## config.mk

```make
export PLATFORM = sky130hd
export DESIGN_NAME = rx_fifo_reg
export DESIGN_NICKNAME = d
export VERILOG_FILES = /design/src/rtl/rx_fifo_reg_pkg.sv /design/src/rtl/rx_fifo_reg_sync_fifo.sv /design/src/rtl/rx_fifo_reg.sv
export SDC_FILE = /design/constraint.sdc
export NUM_CORES = 1
export LEC_CHECK = 0
export ABC_AREA = 1
export CORE_ASPECT_RATIO = 1.75
export CORE_MARGIN = 5
export CORE_UTILIZATION = 35
export DETAILED_ROUTE_END_ITERATION = 6
export DONT_BUFFER_PORTS = 1
export PLACE_DENSITY_LB_ADDON = 0.2
export SLEW_MARGIN = 20
export SYNTH_ARGS = -nofsm -noshare
export SYNTH_HDL_FRONTEND = slang
export SYNTH_SLANG_ARGS = --single-unit
export TNS_END_PERCENT = 30
```

## constraint.sdc

```tcl
create_clock -name clk -period 3.24 [get_ports clk]
set_clock_uncertainty 0.1 [all_clocks]
set_input_delay 0.162 -clock clk [delete_from_list [all_inputs] [get_ports clk]]
set_output_delay 0.162 -clock clk [all_outputs]
set_load 0.01 [all_outputs]
```

## src/rtl/rx_fifo_reg_pkg.sv

```systemverilog
// Shared definitions for the receive FIFO register block: IIR codes, register
// bit positions and the FIFO trigger-level decode.
package rx_fifo_reg_pkg;

  // Interrupt identification codes, in the low nibble of IIR.
  typedef enum logic [3:0] {
    IirNone = 4'b0001,
    IirRls  = 4'b0110,
    IirRda  = 4'b0100,
    IirCto  = 4'b1100
  } iir_code_e;

  // LSR bit positions
  localparam int unsigned LsrDr     = 0;
  localparam int unsigned LsrOe     = 1;
  // FCR bit positions
  localparam int unsigned FcrEn     = 0;
  localparam int unsigned FcrClr    = 1;
  localparam int unsigned FcrTrigLo = 6;
  // IER bit positions
  localparam int unsigned IerRda    = 0;
  localparam int unsigned IerRls    = 2;

  // Receive trigger level; holding-register mode always triggers on one character.
  function automatic int unsigned trigger_level(input logic [1:0] sel,
                                                input logic fifo_en,
                                                input int unsigned depth);
    int unsigned lvl;
    lvl = 1;
    if (fifo_en) begin
      unique case (sel)
        2'b00:   lvl = 1;
        2'b01:   lvl = depth / 4;
        2'b10:   lvl = depth / 2;
        default: lvl = depth - 2;
      endcase
    end
    return lvl;
  endfunction

endpackage

```

## src/rtl/rx_fifo_reg_sync_fifo.sv

```systemverilog
// Synchronous FIFO storage: wrapping pointers plus an explicit occupancy count,
// so every data value (including zero) is legal. Pops past empty and pushes
// past full (without a same-cycle pop) are ignored.
module sync_fifo #(
  parameter int unsigned DATA_W = 8,
  parameter int unsigned DEPTH  = 16
) (
  input  logic                       clk_i,
  input  logic                       reset_i,
  input  logic                       push_i,
  input  logic                       pop_i,
  input  logic                       flush_i,
  input  logic [DATA_W-1:0]          wdata_i,
  output logic [DATA_W-1:0]          rdata_o,
  output logic                       full_o,
  output logic                       empty_o,
  output logic [$clog2(DEPTH):0]     count_o
);

  localparam int unsigned PtrW = $clog2(DEPTH);
  localparam int unsigned CntW = PtrW + 1;

  logic [DATA_W-1:0] mem [DEPTH];
  logic [PtrW-1:0]   wptr_q, wptr_d, rptr_q, rptr_d;
  logic [CntW-1:0]   count_q, count_d;
  logic              push_ok, pop_ok;

  assign full_o  = (count_q == CntW'(DEPTH));
  assign empty_o = (count_q == '0);
  assign pop_ok  = pop_i & ~empty_o;
  assign push_ok = push_i & (~full_o | pop_ok);
  assign rdata_o = mem[rptr_q];
  assign count_o = count_q;

  // Pointer and occupancy next-state; flush wins over push and pop.
  always_comb begin
    wptr_d  = wptr_q;
    rptr_d  = rptr_q;
    count_d = count_q;
    if (flush_i) begin
      wptr_d  = '0;
      rptr_d  = '0;
      count_d = '0;
    end else begin
      if (push_ok) wptr_d = wptr_q + PtrW'(1);
      if (pop_ok)  rptr_d = rptr_q + PtrW'(1);
      count_d = count_q + CntW'(push_ok) - CntW'(pop_ok);
    end
  end

  // Pointer and occupancy registers.
  always_ff @(posedge clk_i) begin
    if (reset_i) begin
      wptr_q  <= '0;
      rptr_q  <= '0;
      count_q <= '0;
    end else begin
      wptr_q  <= wptr_d;
      rptr_q  <= rptr_d;
      count_q <= count_d;
    end
  end

  // Storage array; contents need no reset since the count masks stale entries.
  always_ff @(posedge clk_i) begin
    if (push_ok && !flush_i) mem[wptr_q] <= wdata_i;
  end

endmodule

```

## src/rtl/rx_fifo_reg.sv

```systemverilog
// UART receive side: RX FIFO / holding register with LSR data-ready and
// overrun, character timeout and IIR priority encoding.
module rx_fifo_reg
  import rx_fifo_reg_pkg::*;
#(
  parameter int unsigned DATA_W    = 8,
  parameter int unsigned DEPTH     = 16,
  parameter int unsigned TO_CYCLES = 64
) (
  input  logic                   clk,
  input  logic                   reset,
  input  logic                   wr,
  input  logic                   rd,
  input  logic                   lsr_rd,
  input  logic [DATA_W-1:0]      data_in,
  input  logic [7:0]             fcr,
  input  logic [7:0]             ier,
  output logic [DATA_W-1:0]      data_out,
  output logic [7:0]             iir,
  output logic [7:0]             lsr,
  output logic [$clog2(DEPTH):0] count
);

  localparam int unsigned CntW = $clog2(DEPTH) + 1;
  localparam int unsigned ToW  = $clog2(TO_CYCLES + 1);

  logic              fifo_en, fifo_en_q;
  logic              flush, push, pop, overrun, eff_full;
  logic              fifo_full, fifo_empty;
  logic [CntW-1:0]   fifo_count, count_next;
  logic [DATA_W-1:0] fifo_rdata, data_out_q;
  logic              ovr_q, ovr_d, dr_q;
  logic [ToW-1:0]    to_q, to_d;
  logic              to_pending, at_trigger;
  int unsigned       trig;
  iir_code_e         iir_code;
  logic [7:0]        iir_q, iir_d;
  logic              unused_bits;

  assign unused_bits = ^{fcr[5:2], ier[7:3], ier[1]};

  assign fifo_en = fcr[FcrEn];
  // Toggling FIFO mode reinterprets the storage, so it clears like an explicit flush.
  assign flush   = fcr[FcrClr] | (fifo_en != fifo_en_q);
  // Holding-register mode is a FIFO of effective depth one.
  assign eff_full = fifo_en ? fifo_full : (fifo_count != '0);
  assign pop      = rd & ~fifo_empty & ~flush;
  assign push     = wr & ~flush & (~eff_full | pop);
  assign overrun  = wr & ~flush & eff_full & ~pop;
  assign count_next = flush ? '0 : (fifo_count + CntW'(push) - CntW'(pop));

  sync_fifo #(
    .DATA_W (DATA_W),
    .DEPTH  (DEPTH)
  ) u_sync_fifo (
    .clk_i   (clk),
    .reset_i (reset),
    .push_i  (push),
    .pop_i   (pop),
    .flush_i (flush),
    .wdata_i (data_in),
    .rdata_o (fifo_rdata),
    .full_o  (fifo_full),
    .empty_o (fifo_empty),
    .count_o (fifo_count)
  );

  // Overrun sticky bit and timeout counter next-state.
  always_comb begin
    ovr_d = ovr_q;
    if (overrun)     ovr_d = 1'b1;
    else if (lsr_rd) ovr_d = 1'b0;

    to_d = to_q;
    if (flush || wr || rd || fifo_count == '0) to_d = '0;
    else if (to_q != ToW'(TO_CYCLES))          to_d = to_q + ToW'(1);
  end

  assign trig       = trigger_level(fcr[FcrTrigLo +: 2], fifo_en, DEPTH);
  assign at_trigger = (32'(fifo_count) >= trig);
  assign to_pending = fifo_en & (to_q == ToW'(TO_CYCLES)) & (fifo_count != '0);

  // Interrupt priority: line status, then data available, then timeout.
  always_comb begin
    iir_code = IirNone;
    if (ovr_q && ier[IerRls])           iir_code = IirRls;
    else if (at_trigger && ier[IerRda]) iir_code = IirRda;
    else if (to_pending && ier[IerRda]) iir_code = IirCto;
    iir_d = {fifo_en ? 2'b11 : 2'b00, 2'b00, iir_code};
  end

  // Status, data and interrupt registers.
  always_ff @(posedge clk) begin
    if (reset) begin
      fifo_en_q  <= 1'b0;
      data_out_q <= '0;
      ovr_q      <= 1'b0;
      dr_q       <= 1'b0;
      to_q       <= '0;
      iir_q      <= 8'h01;
    end else begin
      fifo_en_q  <= fifo_en;
      if (pop) data_out_q <= fifo_rdata;
      ovr_q      <= ovr_d;
      dr_q       <= (count_next != '0);
      to_q       <= to_d;
      iir_q      <= iir_d;
    end
  end

  assign data_out = data_out_q;
  assign count    = fifo_count;
  assign iir      = iir_q;
  assign lsr      = {6'b0, ovr_q, dr_q};

endmodule

```

==> results.ini <==
[global_routing]
grt_antenna_before_repair = 0
met1_usage = 0.163
grt_max_degree = 68
grt_use_total = 0.156
busiest_layer = met2
first_global_vias = 5092
gr-usage-met2 = 0.293
grtUsageMet3 = 0.0357
grt_pass1_wl_um = 28600
grt_overflow_total = 0

[power]
powerDensity_nw_per_um2 = 501
vdd_drop_max_mv = 0.370
power.leakage_nw = 3.65

[cells_and_area]
nNetsFinal = 878
area_growth_syn_to_layout_pct = 15.0
nFillCells = 2127
drive_gt1_frac = 0.0951
antenna_cells = 0

[worst_setup_path]
crit_chain = inv_1 -> ha_1 -> nand3_2 -> nand2_1 -> nor2_1 -> nand2_1 -> nand2_1 -> ha_1 -> fa_1 -> nor2_1 -> o21ai_0 -> a21oi_1 -> nand3b_1 -> nor2_1 -> nor2_1
path_class = reg -> reg
critPathMostFrequentCell = nor2_1
cp.required_ns = 3.44
worst_r2r_path_depth = 15
worstSetupStartpointType = flip-flop
end_kind = flip-flop
r2r_slack_ns = 0.34
reg2reg_to = dr_q
r2r_start = u_sync_fifo.count_o[2]
cp_max_fo = 6
cp.arrival_ns = 3.09
critPathMaxStageDelay_ns = 0.44
slowest_stage = dfxtp_1

[placement]
dp_slack_ns = 0.317
hpwl_um = 12500
place.port_buffers = 0
place.gp.congestion = 0.779

[logic_synthesis]
syn-cell-area_sq_um = 7540
ys_seq_area_frac = 0.603
synth_edf_count = 128
ys_ff_latch = 163
synthCells = 798
avgSynthCellArea_sq_um = 9.45
ys.flop_type = edfxtp_1
ys_async_sr_fraction = 0
ys_types = 35
yosys_warnings = 0

[floorplanning]
fp.dieH_um = 204
core_sq_um = 21400
start_util = 0.352
die-area_sq_um = 24700
num_rows = 71
ioPinCount = 58
die_w_um = 121

[clock_network]
clk_pin_slew_ns = 0.06
clockRootBuffer = clkbuf_16
h-tree-depth = 4
clk_path_buf_depth = 2
cts.sinks = 163
postCtsResizedCells = 0
cts_buffers = 17
cts_tree = yes
clock_latency_ns = 0.42

[routing]
drt.antenna.violating_nets = 0
post-route-drc-count = 0
avgRoutedWirePerCell_um = 16.3
drtIter0Drc = 302
drt-vias-per-instance = 4.56
num_vias = 5169
routed_wl_um = 18400
drt-pass1-iter-count = 4

[sta]
fin_ws_ns = 0.344
drv_slew = 0
worstMarginPinSlew_ns = 0.754
fin_setup_tns_ns = 0
fin_crit_ns = 2.90
grt_setup_unrepaired = no
max_freq_mhz = 345
fin_crit_sh = 0.894
slew_headroom = 0.494
hold_viol = 0
setup_viol = 0

[status]
outcome = completed

[min_path]
worstHoldStart = fcr[0]
min_path_cells = 5
hold_path_class = in -> reg
hold_end = u_sync_fifo.wptr_q[1]

[job]
maxCapViolations = 0

-- cells by family (layout without fill, tap and decap cells) --
| kind of cell | after synthesis | after routing | share of synthesized area |
|---|---|---|---|
| AND/OR/NAND/NOR | 407 | 407 | 0.233 |
| flip-flops | 163 | 163 | 0.603 |
| buffers and inverters | 162 | 198 | 0.0934 |
| AO/OA/AOI/OAI | 37 | 37 | 0.0252 |
| adder cells (fa/ha/maj) | 21 | 21 | 0.0368 |
| XOR/XNOR | 7 | 7 | 0.00813 |
| other | 1 | 8 | 0.000497 |
-- worst max-delay path by stage --
stage	start	end	slack, ns	cells past startpoint
6_report	u_sync_fifo.count_o[2]	dr_q	0.34	15
5_1_grt	u_sync_fifo.count_o[2]	dr_q	0.09	15
4_1_cts	u_sync_fifo.count_o[2]	dr_q	0.30	15
3_5_place_dp	u_sync_fifo.count_o[2]	dr_q	0.32	15
3_3_place_gp	u_sync_fifo.count_o[2]	dr_q	0.33	15
2_1_floorplan	u_sync_fifo.count_o[2]	dr_q	0.63	16
-- cell type report --
cell class                 count  area (sq um)  share of cell area
multi-input combinational    480          2320               0.267
clock inverter                 9          65.1             0.00750
sequential                   163          4550               0.524
tap                          292           365              0.0421
timing repair buffer          46           400              0.0462
clock buffer                  23           520              0.0600
inverter                     120           455              0.0525
-- state kept, by name (all words and copies together) (netlist names) --
| register | count |
|---|---|
| u_sync_fifo.rptr_q | 4 |
| data_out | 8 |
| u_sync_fifo.wptr_q | 4 |
| dr_q | 1 |
| to_q | 7 |
| ovr_q | 1 |
| iir | 5 |
| u_sync_fifo.mem | 128 |
| u_sync_fifo.count_o | 5 |
-- layout by cell type, fill, tap and decap left out, drive strengths merged --
| master | Yosys | final |
|---|---|---|
| a21oi | 17 | 17 |
| buf | 34 | 29 |
| clkbuf | 8 | 23 |
| clkinv | 3 | 8 |
| clkinvlp | 0 | 1 |
| conb | 1 | 8 |
| dfxtp | 35 | 35 |
| dlygate4sd3 | 0 | 17 |
| edfxtp | 128 | 128 |
| fa | 2 | 2 |
| ha | 19 | 19 |
| inv | 117 | 120 |
| nand2 | 219 | 219 |
| nand3 | 105 | 105 |
| nand3b | 2 | 2 |
| nand4 | 3 | 3 |
| nor2 | 74 | 74 |
| nor3 | 1 | 1 |
| nor3b | 1 | 1 |
| nor4 | 1 | 1 |
| o21ai | 18 | 18 |
| o21bai | 1 | 1 |
| o31ai | 1 | 1 |
| or2 | 1 | 1 |
| xnor2 | 1 | 1 |
| xor2 | 6 | 6 |
-- power by group --
group / leakage [nW] / internal, mW / switching (mW)
Sequential: 1.43 / 2.26 / 0.00586
Combinational: 1.93 / 0.0353 / 0.0774
Clock: 0.291 / 1.14 / 0.824
-- synth_stat cells, types with 3 or more instances --
library cell    n  share of area
inv_1         111          0.055
inv_2           6         0.0030
nand2_4         6         0.0090
ha_1           19          0.032
nand2_1       212           0.11
dfxtp_1        35          0.093
a21oi_1        17          0.011
o21ai_0        16          0.011
nand4_1         3         0.0025
nand3_1       103          0.068
xor2_1          6         0.0070
edfxtp_1      128           0.51
nor2_1         72          0.036
buf_2          16          0.011
clkbuf_1        8         0.0040
buf_4          17          0.017
-- critical path: cells and delay by family (launching register included) --
family | cells | cell delay, ns
adder cells (fa/ha/maj) | 3 | 0.83
buffers and inverters | 1 | 0.10
AO/OA/AOI/OAI | 2 | 0.19
flip-flops | 1 | 0.44
AND/OR/NAND/NOR | 9 | 1.09
-- routing by layer --
metal / share of wire / wire length (um)
met1: 0.38 / 6970
met2: 0.55 / 10200
met3: 0.038 / 709
met4: 0.032 / 595
met5: 0 / 0
-- stage by stage --
step	cell area [sq um]	total power, mW	hold WS, ns	cells	util
2_1_floorplan	7570	2.38	0.161	805	-
3_3_place_gp	7920	2.38	0.134	1084	0.370
3_5_place_dp	7920	2.38	0.137	1084	0.370
4_1_cts	8670	4.38	0.0261	1133	0.405
5_1_grt	8670	4.49	0.0491	1133	0.405
6_report	8670	4.34	0.0328	1133	0.405
-- timing repair --
item	CTS	global route
hold buffers	17	0
setup buffers	0	0
endpoints found under the hold margin	154	0
Power figures use the tool's default switching activity.
